File: src/rtl/swervolf_brcnt_pkg.sv
// Shared definitions for the branch-statistics counter block: register offsets,
// CTRL bit positions and the counting state enum.
package swervolf_brcnt_pkg;

   localparam logic [1:0] REG_CTRL     = 2'd0;
   localparam logic [1:0] REG_BRANCHES = 2'd1;
   localparam logic [1:0] REG_TAKEN    = 2'd2;
   localparam logic [1:0] REG_MISPRED  = 2'd3;

   localparam int CTRL_ENABLE = 0;
   localparam int CTRL_CLEAR  = 1;
   localparam int CTRL_FREEZE = 2;

   typedef enum logic [1:0] {
      IDLE   = 2'd0,
      RUN    = 2'd1,
      FROZEN = 2'd2
   } brcnt_state_e;

   // CTRL image as seen by software; clear is a strobe and always reads 0
   function automatic logic [31:0] ctrl_image(input logic enable, input logic freeze);
      ctrl_image = {29'd0, freeze, 1'b0, enable};
   endfunction

endpackage

File: src/rtl/swervolf_brcnt_ctr.sv
// One 32-bit event counter with synchronous clear (priority over increment)
// and a choice of saturating or wrapping behaviour at the top value.
module swervolf_brcnt_ctr
   import swervolf_brcnt_pkg::*;
#(
   parameter int SATURATE = 1
) (
   input  logic        clk_core,
   input  logic        rstn,
   input  logic        inc,
   input  logic        clr,
   output logic [31:0] cnt
);

   logic [31:0] cnt_r;

   // Counter register: clear beats increment, top value either sticks or wraps
   always_ff @(posedge clk_core or negedge rstn) begin
      if (!rstn) begin
         cnt_r <= 32'd0;
      end else if (clr) begin
         cnt_r <= 32'd0;
      end else if (inc) begin
         if ((SATURATE != 0) && (cnt_r == 32'hFFFF_FFFF)) begin
            cnt_r <= cnt_r;
         end else begin
            cnt_r <= cnt_r + 32'd1;
         end
      end else begin
         cnt_r <= cnt_r;
      end
   end

   assign cnt = cnt_r;

endmodule

File: src/rtl/swervolf_branch_cnt.sv
// Retired-branch statistics peripheral on a Wishbone classic slave port.
// Optional macro SWERVOLF_BRCNT_MISPRED_EN adds the mispredict counter.
module swervolf_branch_cnt
   import swervolf_brcnt_pkg::*;
#(
   parameter int SATURATE   = 1,
   parameter int RST_ENABLE = 1
) (
   input  logic        clk_core,
   input  logic        rstn,
   input  logic        i_br_valid,
   input  logic        i_br_taken,
   input  logic        i_br_mispred,
   input  logic [3:0]  i_wb_adr,
   input  logic [31:0] i_wb_dat,
   input  logic [3:0]  i_wb_sel,
   input  logic        i_wb_we,
   input  logic        i_wb_cyc,
   input  logic        i_wb_stb,
   output logic [31:0] o_wb_rdt,
   output logic        o_wb_ack,
   output logic [31:0] o_branches,
   output logic [31:0] o_taken
);

   logic         ack_r;
   logic         armed_r;
   logic [31:0]  rdt_r;
   logic         enable_r;
   logic         freeze_r;
   logic         enable_next_s;
   logic         freeze_next_s;
   brcnt_state_e state_r;
   brcnt_state_e state_next_s;
   logic [31:0]  branches_s;
   logic [31:0]  taken_s;
   logic [31:0]  shadow_taken_r;
   logic [31:0]  mispred_rd_s;
   logic [31:0]  rd_data_s;

   // A request is only taken once the bus has been seen idle after reset
   wire         req_s      = i_wb_cyc & i_wb_stb;
   wire         access_s   = req_s & ~ack_r & armed_r;
   wire         rd_s       = access_s & ~i_wb_we;
   wire  [1:0]  reg_s      = i_wb_adr[3:2];
   wire         ctrl_wr_s  = access_s & i_wb_we & (reg_s == REG_CTRL) & i_wb_sel[0];
   wire         clear_s    = ctrl_wr_s & i_wb_dat[CTRL_CLEAR];
   wire         snap_s     = rd_s & (reg_s == REG_BRANCHES);
   wire         count_s    = (state_r == RUN) & i_br_valid;

   // Next CTRL contents from a byte-0 write
   always_comb begin
      enable_next_s = enable_r;
      freeze_next_s = freeze_r;
      if (ctrl_wr_s) begin
         enable_next_s = i_wb_dat[CTRL_ENABLE];
         freeze_next_s = i_wb_dat[CTRL_FREEZE];
      end else begin
         enable_next_s = enable_r;
         freeze_next_s = freeze_r;
      end
   end

   // Next counting state, derived from the CTRL value being written
   always_comb begin
      state_next_s = IDLE;
      case ({enable_next_s, freeze_next_s})
         2'b10:   state_next_s = RUN;
         2'b11:   state_next_s = FROZEN;
         default: state_next_s = IDLE;
      endcase
   end

   // CTRL and state registers
   always_ff @(posedge clk_core or negedge rstn) begin
      if (!rstn) begin
         enable_r <= (RST_ENABLE != 0);
         freeze_r <= 1'b0;
         state_r  <= (RST_ENABLE != 0) ? RUN : IDLE;
      end else begin
         enable_r <= enable_next_s;
         freeze_r <= freeze_next_s;
         state_r  <= state_next_s;
      end
   end

   swervolf_brcnt_ctr #(.SATURATE(SATURATE)) u_branches (
      .clk_core (clk_core),
      .rstn     (rstn),
      .inc      (count_s),
      .clr      (clear_s),
      .cnt      (branches_s)
   );

   swervolf_brcnt_ctr #(.SATURATE(SATURATE)) u_taken (
      .clk_core (clk_core),
      .rstn     (rstn),
      .inc      (count_s & i_br_taken),
      .clr      (clear_s),
      .cnt      (taken_s)
   );

   // Taken shadow, captured by a BRANCHES read so the triple reads coherently
   always_ff @(posedge clk_core or negedge rstn) begin
      if (!rstn) begin
         shadow_taken_r <= 32'd0;
      end else if (clear_s) begin
         shadow_taken_r <= 32'd0;
      end else if (snap_s) begin
         shadow_taken_r <= taken_s;
      end else begin
         shadow_taken_r <= shadow_taken_r;
      end
   end

`ifdef SWERVOLF_BRCNT_MISPRED_EN
   logic [31:0] mispred_s;
   logic [31:0] shadow_mispred_r;

   swervolf_brcnt_ctr #(.SATURATE(SATURATE)) u_mispred (
      .clk_core (clk_core),
      .rstn     (rstn),
      .inc      (count_s & i_br_mispred),
      .clr      (clear_s),
      .cnt      (mispred_s)
   );

   // Mispredict shadow, captured alongside the taken shadow
   always_ff @(posedge clk_core or negedge rstn) begin
      if (!rstn) begin
         shadow_mispred_r <= 32'd0;
      end else if (clear_s) begin
         shadow_mispred_r <= 32'd0;
      end else if (snap_s) begin
         shadow_mispred_r <= mispred_s;
      end else begin
         shadow_mispred_r <= shadow_mispred_r;
      end
   end

   assign mispred_rd_s = shadow_mispred_r;
   wire unused_s = ^{i_wb_dat[31:3], i_wb_sel[3:1], i_wb_adr[1:0]};
`else
   assign mispred_rd_s = 32'd0;
   wire unused_s = ^{i_wb_dat[31:3], i_wb_sel[3:1], i_wb_adr[1:0], i_br_mispred};
`endif

   // Read data selection
   always_comb begin
      rd_data_s = 32'd0;
      case (reg_s)
         REG_CTRL:     rd_data_s = ctrl_image(enable_r, freeze_r);
         REG_BRANCHES: rd_data_s = branches_s;
         REG_TAKEN:    rd_data_s = shadow_taken_r;
         REG_MISPRED:  rd_data_s = mispred_rd_s;
         default:      rd_data_s = 32'd0;
      endcase
   end

   // Bus handshake: single-cycle ack, registered read data zero outside ack
   always_ff @(posedge clk_core or negedge rstn) begin
      if (!rstn) begin
         ack_r   <= 1'b0;
         armed_r <= 1'b0;
         rdt_r   <= 32'd0;
      end else begin
         ack_r   <= access_s;
         armed_r <= armed_r | ~req_s;
         rdt_r   <= rd_s ? rd_data_s : 32'd0;
      end
   end

   assign o_wb_ack   = ack_r;
   assign o_wb_rdt   = rdt_r;
   assign o_branches = branches_s;
   assign o_taken    = taken_s;

endmodule

File: config.mk
export PLATFORM = sky130hd
export DESIGN_NAME = swervolf_branch_cnt
export DESIGN_NICKNAME = d
export VERILOG_FILES = /design/src/rtl/swervolf_brcnt_pkg.sv /design/src/rtl/swervolf_brcnt_ctr.sv /design/src/rtl/swervolf_branch_cnt.sv
export SDC_FILE = /design/constraint.sdc
export NUM_CORES = 1
export LEC_CHECK = 0
export BUFFER_PORTS_ARGS = -buffer_cell sky130_fd_sc_hd__buf_2
export CAP_MARGIN = 40
export CORE_MARGIN = 2
export CORE_UTILIZATION = 35
export CTS_CLUSTER_DIAMETER = 100
export CTS_CLUSTER_SIZE = 20
export DETAILED_ROUTE_END_ITERATION = 12
export HOLD_SLACK_MARGIN = 0.06
export PLACE_DENSITY_LB_ADDON = 0.2
export SETUP_SLACK_MARGIN = 0.4
export SLEW_MARGIN = 20
export SYNTH_ARGS = -nofsm -noshare
export SYNTH_HDL_FRONTEND = slang
export SYNTH_SLANG_ARGS = --single-unit
File: constraint.sdc
create_clock -name clk_core -period 2.58 [get_ports clk_core]
set_input_delay 0.516 -clock clk_core [delete_from_list [all_inputs] [get_ports clk_core]]
set_output_delay 0.516 -clock clk_core [all_outputs]
set_load 0.05 [all_outputs]
# Yosys cells after proc, flatten, opt, wreduce, memory -nomap -nowiden
# Index checks and enable logic that the tools add are counted.
# Widths: inputs -> output; s select.
dict set report word_totals {
  register_bits 134
  input_bits 48
  out_inout_bits 97
  word_cells 55
}
dict set report op_classes {
  add_sub_neg 2
  n_eq_ne 10
  muxes 13
  bitwise_logic 15
  n_reduce_logical 6
}
# cell n
set op_table {}
lappend op_table {{$mux 32} 9}
lappend op_table {{$pmux 32 s4} 1}
lappend op_table {{$add 32x1->32 const B} 2}
lappend op_table {{$eq 32x32->1 const B} 2}
lappend op_table {{$and 1x1->1} 11}
lappend op_table {{$eq 2x2->1 const B} 4}
lappend op_table {{$reduce_bool 2->1} 3}
lappend op_table {{$eq 2x1->1 const B} 2}
lappend op_table {{$ne 2x2->1 const B} 2}
lappend op_table {{$pmux 2 s2} 1}
lappend op_table {{$reduce_and 2->1} 2}
lappend op_table {{$not 1->1} 3}
lappend op_table {{$logic_not 2->1} 1}
lappend op_table {{$mux 1} 2}
lappend op_table {{$or 1x1->1} 1}

# Depth between registers and ports, before layout
# Gate-level depths: netlist of run 1.
dict set report logic_depth {
  word_depth 9
  ltp_mapped 9
  ltp_nobuf 6
}

# By module
# A second synthesis of run 1 with hierarchy kept.
dict set report hier_totals {
  cells_unflattened 613
  hier_area_um2 6314.8
}
# mod instances cells_per_inst area_each_um2 seq_area_each_um2
set by_module_without_submodules {}
lappend by_module_without_submodules {swervolf_brcnt_ctr 2 200 1810.5 800.8}
lappend by_module_without_submodules {swervolf_branch_cnt 1 213 2693.8 1754.2}

# Least setup slack after synthesis of run 1
# OpenSTA, ideal clock, no wires.
dict set report synth_timing {
  path_type {register to register}
  start {register u_taken.cnt_r[24] (netlist: u_taken.cnt[24])}
  end {register u_taken.cnt_r[1] (netlist: u_taken.cnt[1])}
  arrival_time_ps 2322
  required_ps 2502
  slack_ps 180
  stages_incl_launch_ff 10
  n_path_buf 4
  period_less_slack_ps 2400
  path_cell_list {dfrtp_1 -> clkbuf_1 -> nand4_1 -> or2_2 -> clkbuf_1 -> nor3_2 -> buf_2 -> buf_4 -> o21ai_0 -> a21oi_1}
}
dict set report synth_via {
  elab_chain_len 3
}
# element line
set synth_lines {}
lappend synth_lines {{from (decl)} swervolf_brcnt_ctr.sv:15} ;# logic [31:0] cnt_r;
lappend synth_lines {{from (signal assigned)} swervolf_brcnt_ctr.sv:25} ;# cnt_r <= cnt_r;
lappend synth_lines {{from (signal assigned)} swervolf_brcnt_ctr.sv:27} ;# cnt_r <= cnt_r + 32'd1;
lappend synth_lines {{from (signal assigned)} swervolf_brcnt_ctr.sv:30} ;# cnt_r <= cnt_r;
lappend synth_lines {{$eq 32x32->1} swervolf_brcnt_ctr.sv:24} ;# if ((SATURATE != 0) && (cnt_r == 32'hFFFF_FFFF)) begin
lappend synth_lines {{$ne 2x2->1 (no source line)} n/a}
lappend synth_lines {{$reduce_and 2->1 (no source line)} n/a}
# No other way between the ends.
# A chain may end at the register's enable or synchronous reset.

# Worst setup path in the final report of run 1
dict set report layout_timing {
  start {register state_r[0]}
  end {register u_taken.cnt_r[19] (netlist: u_taken.cnt[19])}
}
dict set report layout_via {
  elab_chain_len 5
}
# element line
set layout_lines {}
lappend layout_lines {{from (decl)} swervolf_branch_cnt.sv:33} ;# brcnt_state_e state_r;
lappend layout_lines {{from (signal assigned)} swervolf_branch_cnt.sv:79} ;# state_r <= (RST_ENABLE != 0) ? RUN : IDLE;
lappend layout_lines {{from (signal assigned)} swervolf_branch_cnt.sv:83} ;# state_r <= state_next_s;
lappend layout_lines {{$eq 2x1->1} swervolf_branch_cnt.sv:49} ;# wire count_s = (state_r == RUN) & i_br_valid;
lappend layout_lines {{$and 1x1->1} swervolf_branch_cnt.sv:49}
lappend layout_lines {{$and 1x1->1} swervolf_branch_cnt.sv:98} ;# .inc (count_s & i_br_taken),
lappend layout_lines {{$reduce_bool 2->1 (no source line)} n/a}
lappend layout_lines {{$reduce_and 2->1 (no source line)} n/a}
# No other way between the ends.

==> results of run 1 <==
## worst max-delay path: stages, from the launching register on
cell      delay (ps)
dfstp_2          550
nand4b_2         150
or4_4            510
a31o_4           280
or4_1            400
a21oi_1          160
## worst max-delay path by stage
stage | from | to | slack (ps) | cells after the start
6_report | state_r[0] | u_taken.cnt[19] | 440 | 5
5_1_grt | u_taken.cnt[8] | u_taken.cnt[19] | 290 | 5
4_1_cts | state_r[0] | u_taken.cnt[18] | 410 | 7
3_5_place_dp | i_br_valid | u_taken.cnt[19] | 160 | 6
3_3_place_gp | i_br_valid | u_taken.cnt[19] | 160 | 6
2_1_floorplan | u_taken.cnt[11] | u_taken.cnt[6] | 410 | 7
## flip-flops by register name, summed over array words and instances (netlist names)
register        count
u_branches.cnt     32
shadow_taken_r     32
o_wb_rdt           32
u_taken.cnt        32
o_wb_ack            1
freeze_r            1
enable_r            1
state_r             2
armed_r             1
## report_power, final
| part | switching (uW) | internal, uW | total (uW) |
|---|---|---|---|
| sequential | 82.6 | 2170 | 2250 |
| clock | 931 | 1560 | 2490 |
| combinational | 354 | 182 | 536 |
| total | 1370 | 3920 | 5280 |
## kinds of logic after synthesis
kind of cell | count (synthesis) | share of synthesized area, %
xor+xnor | 12 | 1.71
fa+ha+maj | 2 | 0.407
mux | 5 | 0.835
compound gates | 167 | 19.1
buf+inv | 41 | 2.73
simple gates | 218 | 20.5
flops | 134 | 54.6
## per-layer routing
metal | vias up | GRT usage, % | share of wire [%]
li1 | 2509 | - | -
met1 | 2741 | 25.8 | 44
met2 | 138 | 31.6 | 50
met3 | 20 | 5.03 | 4.9
met4 | 0 | 6.08 | 1.4
met5 | - | 0 | 0
## cell usage after synthesis (3+ instances only)
| cell | count | share of area [%] |
|---|---|---|
| dfrtp_1 | 132 | 54 |
| a22o_1 | 62 | 8.8 |
| a21oi_1 | 39 | 3.2 |
| nand2_1 | 34 | 2.1 |
| nor2_1 | 33 | 2.0 |
| nand3_1 | 27 | 2.2 |
| o21ai_0 | 26 | 2.1 |
| or4_1 | 25 | 3.1 |
| nand4_1 | 24 | 2.4 |
| or3_1 | 24 | 2.4 |
| clkbuf_1 | 23 | 1.4 |
| and3_1 | 13 | 1.3 |
| o31ai_1 | 13 | 1.6 |
| o211ai_1 | 10 | 1.2 |
| inv_1 | 7 | 0.43 |
| xnor2_1 | 7 | 1.0 |
| nor4_1 | 6 | 0.61 |
| buf_2 | 5 | 0.41 |
| xor2_1 | 5 | 0.71 |
| a2111oi_1 | 4 | 0.65 |
| and4_1 | 4 | 0.57 |
| buf_1 | 4 | 0.24 |
| mux2i_1 | 4 | 0.65 |
| nor3_1 | 4 | 0.33 |
| o21ai_1 | 4 | 0.33 |
| and2_1 | 3 | 0.31 |
| nand2b_1 | 3 | 0.31 |
| nand3b_1 | 3 | 0.37 |
## final cells by class
class / count / area share, %
clock inverters: 13 / 1.95
clock buffers: 19 / 5.69
multi-input cells: 404 / 34.3
inverters: 7 / 0.330
flip-flops and latches: 134 / 42.8
repair buffers: 152 / 11.3
well taps: 225 / 3.54
## through the flow
| stage | hold slack [ps] | utilization (%) |
|---|---|---|
| 6_report | 81.6 | 46.2 |
| 5_1_grt | 129 | 46.2 |
| 4_1_cts | 99.9 | 45.1 |
| 3_5_place_dp | 476 | 41.3 |
| 3_3_place_gp | 448 | 41.3 |
| 2_1_floorplan | 220 | - |
## what timing repair did
item,CTS,global route
pin swaps,3,3
hold endpoints to repair,0,0
setup endpoints to repair,20,91
cloned,0,0
gates resized for setup,5,14
setup buffers,4,18
==> impl_metrics.env, run 1 <==
export IMPL_status="complete, no violations"
export IMPL_layout_commonest_cell="buf_2"
export IMPL_r2r_end="u_taken.cnt[19]"
export IMPL_seqCellArea_sq_um=3410
export IMPL_cts_tree="built"
export IMPL_multi_input_area_sq_um=2730
export IMPL_num_vias=5408
export IMPL_cp_start_kind="flop"
export IMPL_regToRegSetupSlack_ps=440
export IMPL_syn_avg_cell_area_sq_um=10.6
export IMPL_final_cell_mix="buf_2 (108), dfrtp_1 (88), a22o_1 (62)"
export IMPL_drtAntennaViolNets=0
export IMPL_via_per_inst=5.67
export IMPL_grt_max_degree=63
export IMPL_clock_sinks=134
export IMPL_clockBufferDepth=2
export IMPL_syn_cell_area_sq_um=6140
export IMPL_hpwl_microns=12200
export IMPL_cp_data_arrival_time_ps=2490
export IMPL_post_place_ws_ps=160
export IMPL_ir_drop_mv=0.470
export IMPL_antenna_found_initial=0
export IMPL_worstMarginPinSlew_ps=609
export IMPL_path_class="flop to flop"
export IMPL_path_clk_slew_ps=60
export IMPL_cts_made_buffers=17
export IMPL_drt_pre_antenna_iters=5
export IMPL_hold_class="primary input to asynchronous set/reset pin"
export IMPL_worstPathRequired_ps=2930
export IMPL_synth_edf_count=0
export IMPL_grtUsageTotal_pct=19.6
export IMPL_rows=48
export IMPL_wl_microns=18000
export IMPL_synth_cell_types=50
export IMPL_cp_max_fo=13
export IMPL_r2r_start="state_r[0]"
export IMPL_gp_congestion=0.808
export IMPL_yosys_warnings=0
export IMPL_fin_tns_setup_ps=0
export IMPL_remaining_drc_errors=0
export IMPL_ys_flop_type="dfrtp_1"
export IMPL_dpl_instance_area_sq_um=7120
export IMPL_crit_path_end_kind="flop"
export IMPL_final_fill_count=1614
export IMPL_fp_dieArea_sq_um=18600
export IMPL_leakagePower_uw=0.00373
export IMPL_power_per_cell_area_nw_per_um2=664
export IMPL_syn_inst=579
export IMPL_clock_latency_ps=430
export IMPL_antennaDiodeCount=0
export IMPL_period_share_pct=83.1
export IMPL_drive_above_1_share_pct=35.1
export IMPL_total_power_uw=5280
export IMPL_synth_seq_cells=134
export IMPL_ff2ff_path_depth=5
export IMPL_fmax_ghz=0.466
export IMPL_initialDrtViolationCount=435
export IMPL_grt_pass1_vias=5093
export IMPL_overflow=0
export IMPL_die_x_microns=136
export IMPL_die_h_microns=136
export IMPL_rsz0062_at_grt="yes"
export IMPL_async_flop_share_pct=100
export IMPL_io_pins=145
export IMPL_slew_violations=0
export IMPL_hold_viol=0
export IMPL_fin_crit_ps=2140
export IMPL_maxCapViolCount=0
export IMPL_routedWlPerCell_microns=18.9
export IMPL_finalSetupViolCount=0
export IMPL_postCtsHoldBufs=0
export IMPL_start_util_pct=35.6
export IMPL_placedCellCount=900
export IMPL_relSlewSlack_pct=59.4
export IMPL_area_growth_syn_to_layout_pct=29.6
export IMPL_finalClockSkew_ps=9.99
export IMPL_timing_final_ws_setup_ps=435
export IMPL_port_buffers=109
export IMPL_cts_root_buf="clkbuf_16"
export IMPL_yosysSeqAreaShare_pct=54.6
export IMPL_htree_levels=4
export IMPL_grt_pass1_wl_microns=27900
export IMPL_final_area_sq_um=7960
export IMPL_layout_cells_non_filler=954
export IMPL_syn_nets=629
export IMPL_fp_coreArea_sq_um=17200
export IMPL_nets=766
No activity file was read; power rests on OpenSTA's default activity.
==> run 2: changes to the inputs <==
==> constraint.sdc (replaced) <==
create_clock -name clk_core -period 2 [get_ports clk_core]
set_input_delay 0.4 -clock clk_core [delete_from_list [all_inputs] [get_ports clk_core]]
set_output_delay 0.4 -clock clk_core [all_outputs]
set_load 0.05 [all_outputs]
==> impl_metrics.env, run 2 (synthesized netlist as in run 1, its figures left out) <==
export IMPL_status="complete, but fails checks"
export IMPL_violations="setup timing"
export IMPL_grtUsageMet2_pct=43.3
export IMPL_path_clk_slew_ps=60
export IMPL_hold_viol=0
export IMPL_switching_power_uw=1940
export IMPL_final_fill_count=1278
export IMPL_drive_above_1_share_pct=57.5
export IMPL_cts_root_buf="clkbuf_16"
export IMPL_maxCapViolCount=0
export IMPL_finalSetupViolCount=9
export IMPL_num_vias=6709
export IMPL_rows=48
export IMPL_seq_power_share_pct=39.8
export IMPL_r2r_end="u_taken.cnt[19]"
export IMPL_ff2ff_path_depth=5
export IMPL_path_class="flop to flop"
export IMPL_die_h_microns=136
export IMPL_ir_drop_mv=0.597
export IMPL_sw_frac_of_total_pct=26.6
export IMPL_worstPathRequired_ps=2350
export IMPL_cp_max_fo=6
export IMPL_min_delay_start="i_wb_stb"
export IMPL_worstMarginPinSlew_ps=600
export IMPL_grt_pass1_wl_microns=37500
export IMPL_wl_microns=25800
export IMPL_grtUsageMet3_pct=4.70
export IMPL_antennaDiodeCount=0
export IMPL_power_per_cell_area_nw_per_um2=688
export IMPL_gp_congestion=0.857
export IMPL_routedWlPerCell_microns=23.3
export IMPL_post_place_ws_ps=-229
export IMPL_hold_class="primary input to flop"
export IMPL_initialDrtViolationCount=651
export IMPL_rsz0062_at_grt="yes"
export IMPL_remaining_drc_errors=0
export IMPL_cp_slowest_cell="dfstp_2"
export IMPL_hold_ws_ps=184
export IMPL_antenna_found_initial=0
export IMPL_fin_crit_ps=2070
export IMPL_start_util_pct=35.6
export IMPL_fp_coreArea_sq_um=17200
export IMPL_use_met1_pct=34.5
export IMPL_grt_max_degree=85
export IMPL_clock_latency_ps=420
export IMPL_power_frac_comb_pct=17.8
export IMPL_hold_depth=2
export IMPL_clockBufferDepth=2
export IMPL_cp_slowest_stage_delay_ps=550
export IMPL_grt_pass1_vias=6576
export IMPL_htree_levels=4
export IMPL_nets=919
export IMPL_regToRegSetupSlack_ps=-70
export IMPL_p_int_uw=5360
export IMPL_fp_dieArea_sq_um=18600
export IMPL_cp_start_kind="flop"
export IMPL_period_share_pct=104
export IMPL_overflow=0
export IMPL_cts_made_buffers=17
export IMPL_grtUsageTotal_pct=27.0
export IMPL_final_cell_mix="buf_4 (140), dfrtp_1 (70), a22o_1 (62), dfrtp_2 (62), buf_6 (59)"
export IMPL_top_usage_layer="met2"
export IMPL_clock_power_share_pct=42.4
export IMPL_hold_end="armed_r"
export IMPL_port_buffers=109
export IMPL_fmax_ghz=0.483
export IMPL_via_per_inst=6.06
export IMPL_cp_data_arrival_time_ps=2420
export IMPL_area_growth_syn_to_layout_pct=72.5
export IMPL_cts_tree="built"
export IMPL_relSlewSlack_pct=59.7
export IMPL_io_pins=145
export IMPL_leakagePower_uw=0.00491
export IMPL_layout_commonest_cell="buf_4"
export IMPL_hpwl_microns=13300
export IMPL_die_x_microns=136
export IMPL_drt_pre_antenna_iters=5
export IMPL_path_cells="nand4b_4 -> or4_4 -> a31o_4 -> or4_1 -> a21oi_1"
export IMPL_timing_final_ws_setup_ps=-72.2
export IMPL_finalClockSkew_ps=6.95
export IMPL_drtAntennaViolNets=0
export IMPL_crit_path_end_kind="flop"
export IMPL_clock_sinks=134
export IMPL_slew_violations=0
export IMPL_r2r_start="state_r[0]"
[run 2: repair_timing]
item                                   4_1_cts  5_1_grt
setup endpoints to repair                  152      159
resized for setup                          181      143
gates cloned                                24        1
endpoints found under the hold margin        9        0
pin swaps                                   72       60
setup buffers                               48       32
hold buffers                                 1        0
[run 2: stage by stage]
stage | std cells | total power [uW] | setup TNS, ps | instance area (sq um) | util [%]
after detailed placement | 969 | 3650 | -1570 | 7750 | 44.9
final | 1107 | 7300 | -245 | 10600 | 61.5
after floorplan | 579 | 3310 | -2600 | 6440 | -
after CTS | 1074 | 7100 | -98.9 | 9830 | 57.0
after global routing | 1107 | 7510 | -1440 | 10600 | 61.5
after global placement | 969 | 3630 | -1110 | 7750 | 44.9
[run 2: power groups by stage]
| stage | logic, uW | registers, uW | clock network, uW |
|---|---|---|---|
| after global routing | 1360 | 2910 | 3240 |
| final | 1300 | 2900 | 3100 |
| after detailed placement | 717 | 2940 | 0 |
| after CTS | 1110 | 2890 | 3100 |
| after global placement | 697 | 2930 | 0 |
| after floorplan | 174 | 3130 | 0 |
[run 2: worst max-delay path by stage]
| stage | start | cells past startpoint | slack (ps) | to |
|---|---|---|---|---|
| 4_1_cts | state_r[0] | 5 | -40 | u_taken.cnt[19] |
| 3_3_place_gp | state_r[0] | 5 | -190 | u_taken.cnt[19] |
| 2_1_floorplan | u_taken.cnt[14] | 7 | -150 | u_taken.cnt[1] |
| 3_5_place_dp | state_r[0] | 5 | -230 | u_taken.cnt[19] |
| 6_report | state_r[0] | 5 | -70 | u_taken.cnt[19] |
| 5_1_grt | u_taken.cnt[14] | 5 | -90 | u_taken.cnt[27] |
[run 2: critical path: cells and delay by family (launching register included)]
kind | cells | cell delay (ps)
AO/OA/AOI/OAI | 2 | 410
flip-flops | 1 | 550
AND/OR/NAND/NOR | 3 | 1030
[run 2: cell type report]
type	count	area, sq um	share of cell area, %
inverters	7	26.3	0.248
repair buffers	294	2820	26.6
clock buffers	23	478	4.51
well taps	225	282	2.66
multi-input cells	415	3460	32.7
flip-flops and latches	134	3430	32.4
clock inverters	9	100	0.944
[run 2: per-layer routing]
| metal | up-vias | wire length (microns) |
|---|---|---|
| li1 | 2856 | - |
| met1 | 3379 | 10000 |
| met2 | 366 | 12400 |
| met3 | 108 | 1950 |
| met4 | 0 | 1500 |
| met5 | - | 0 |
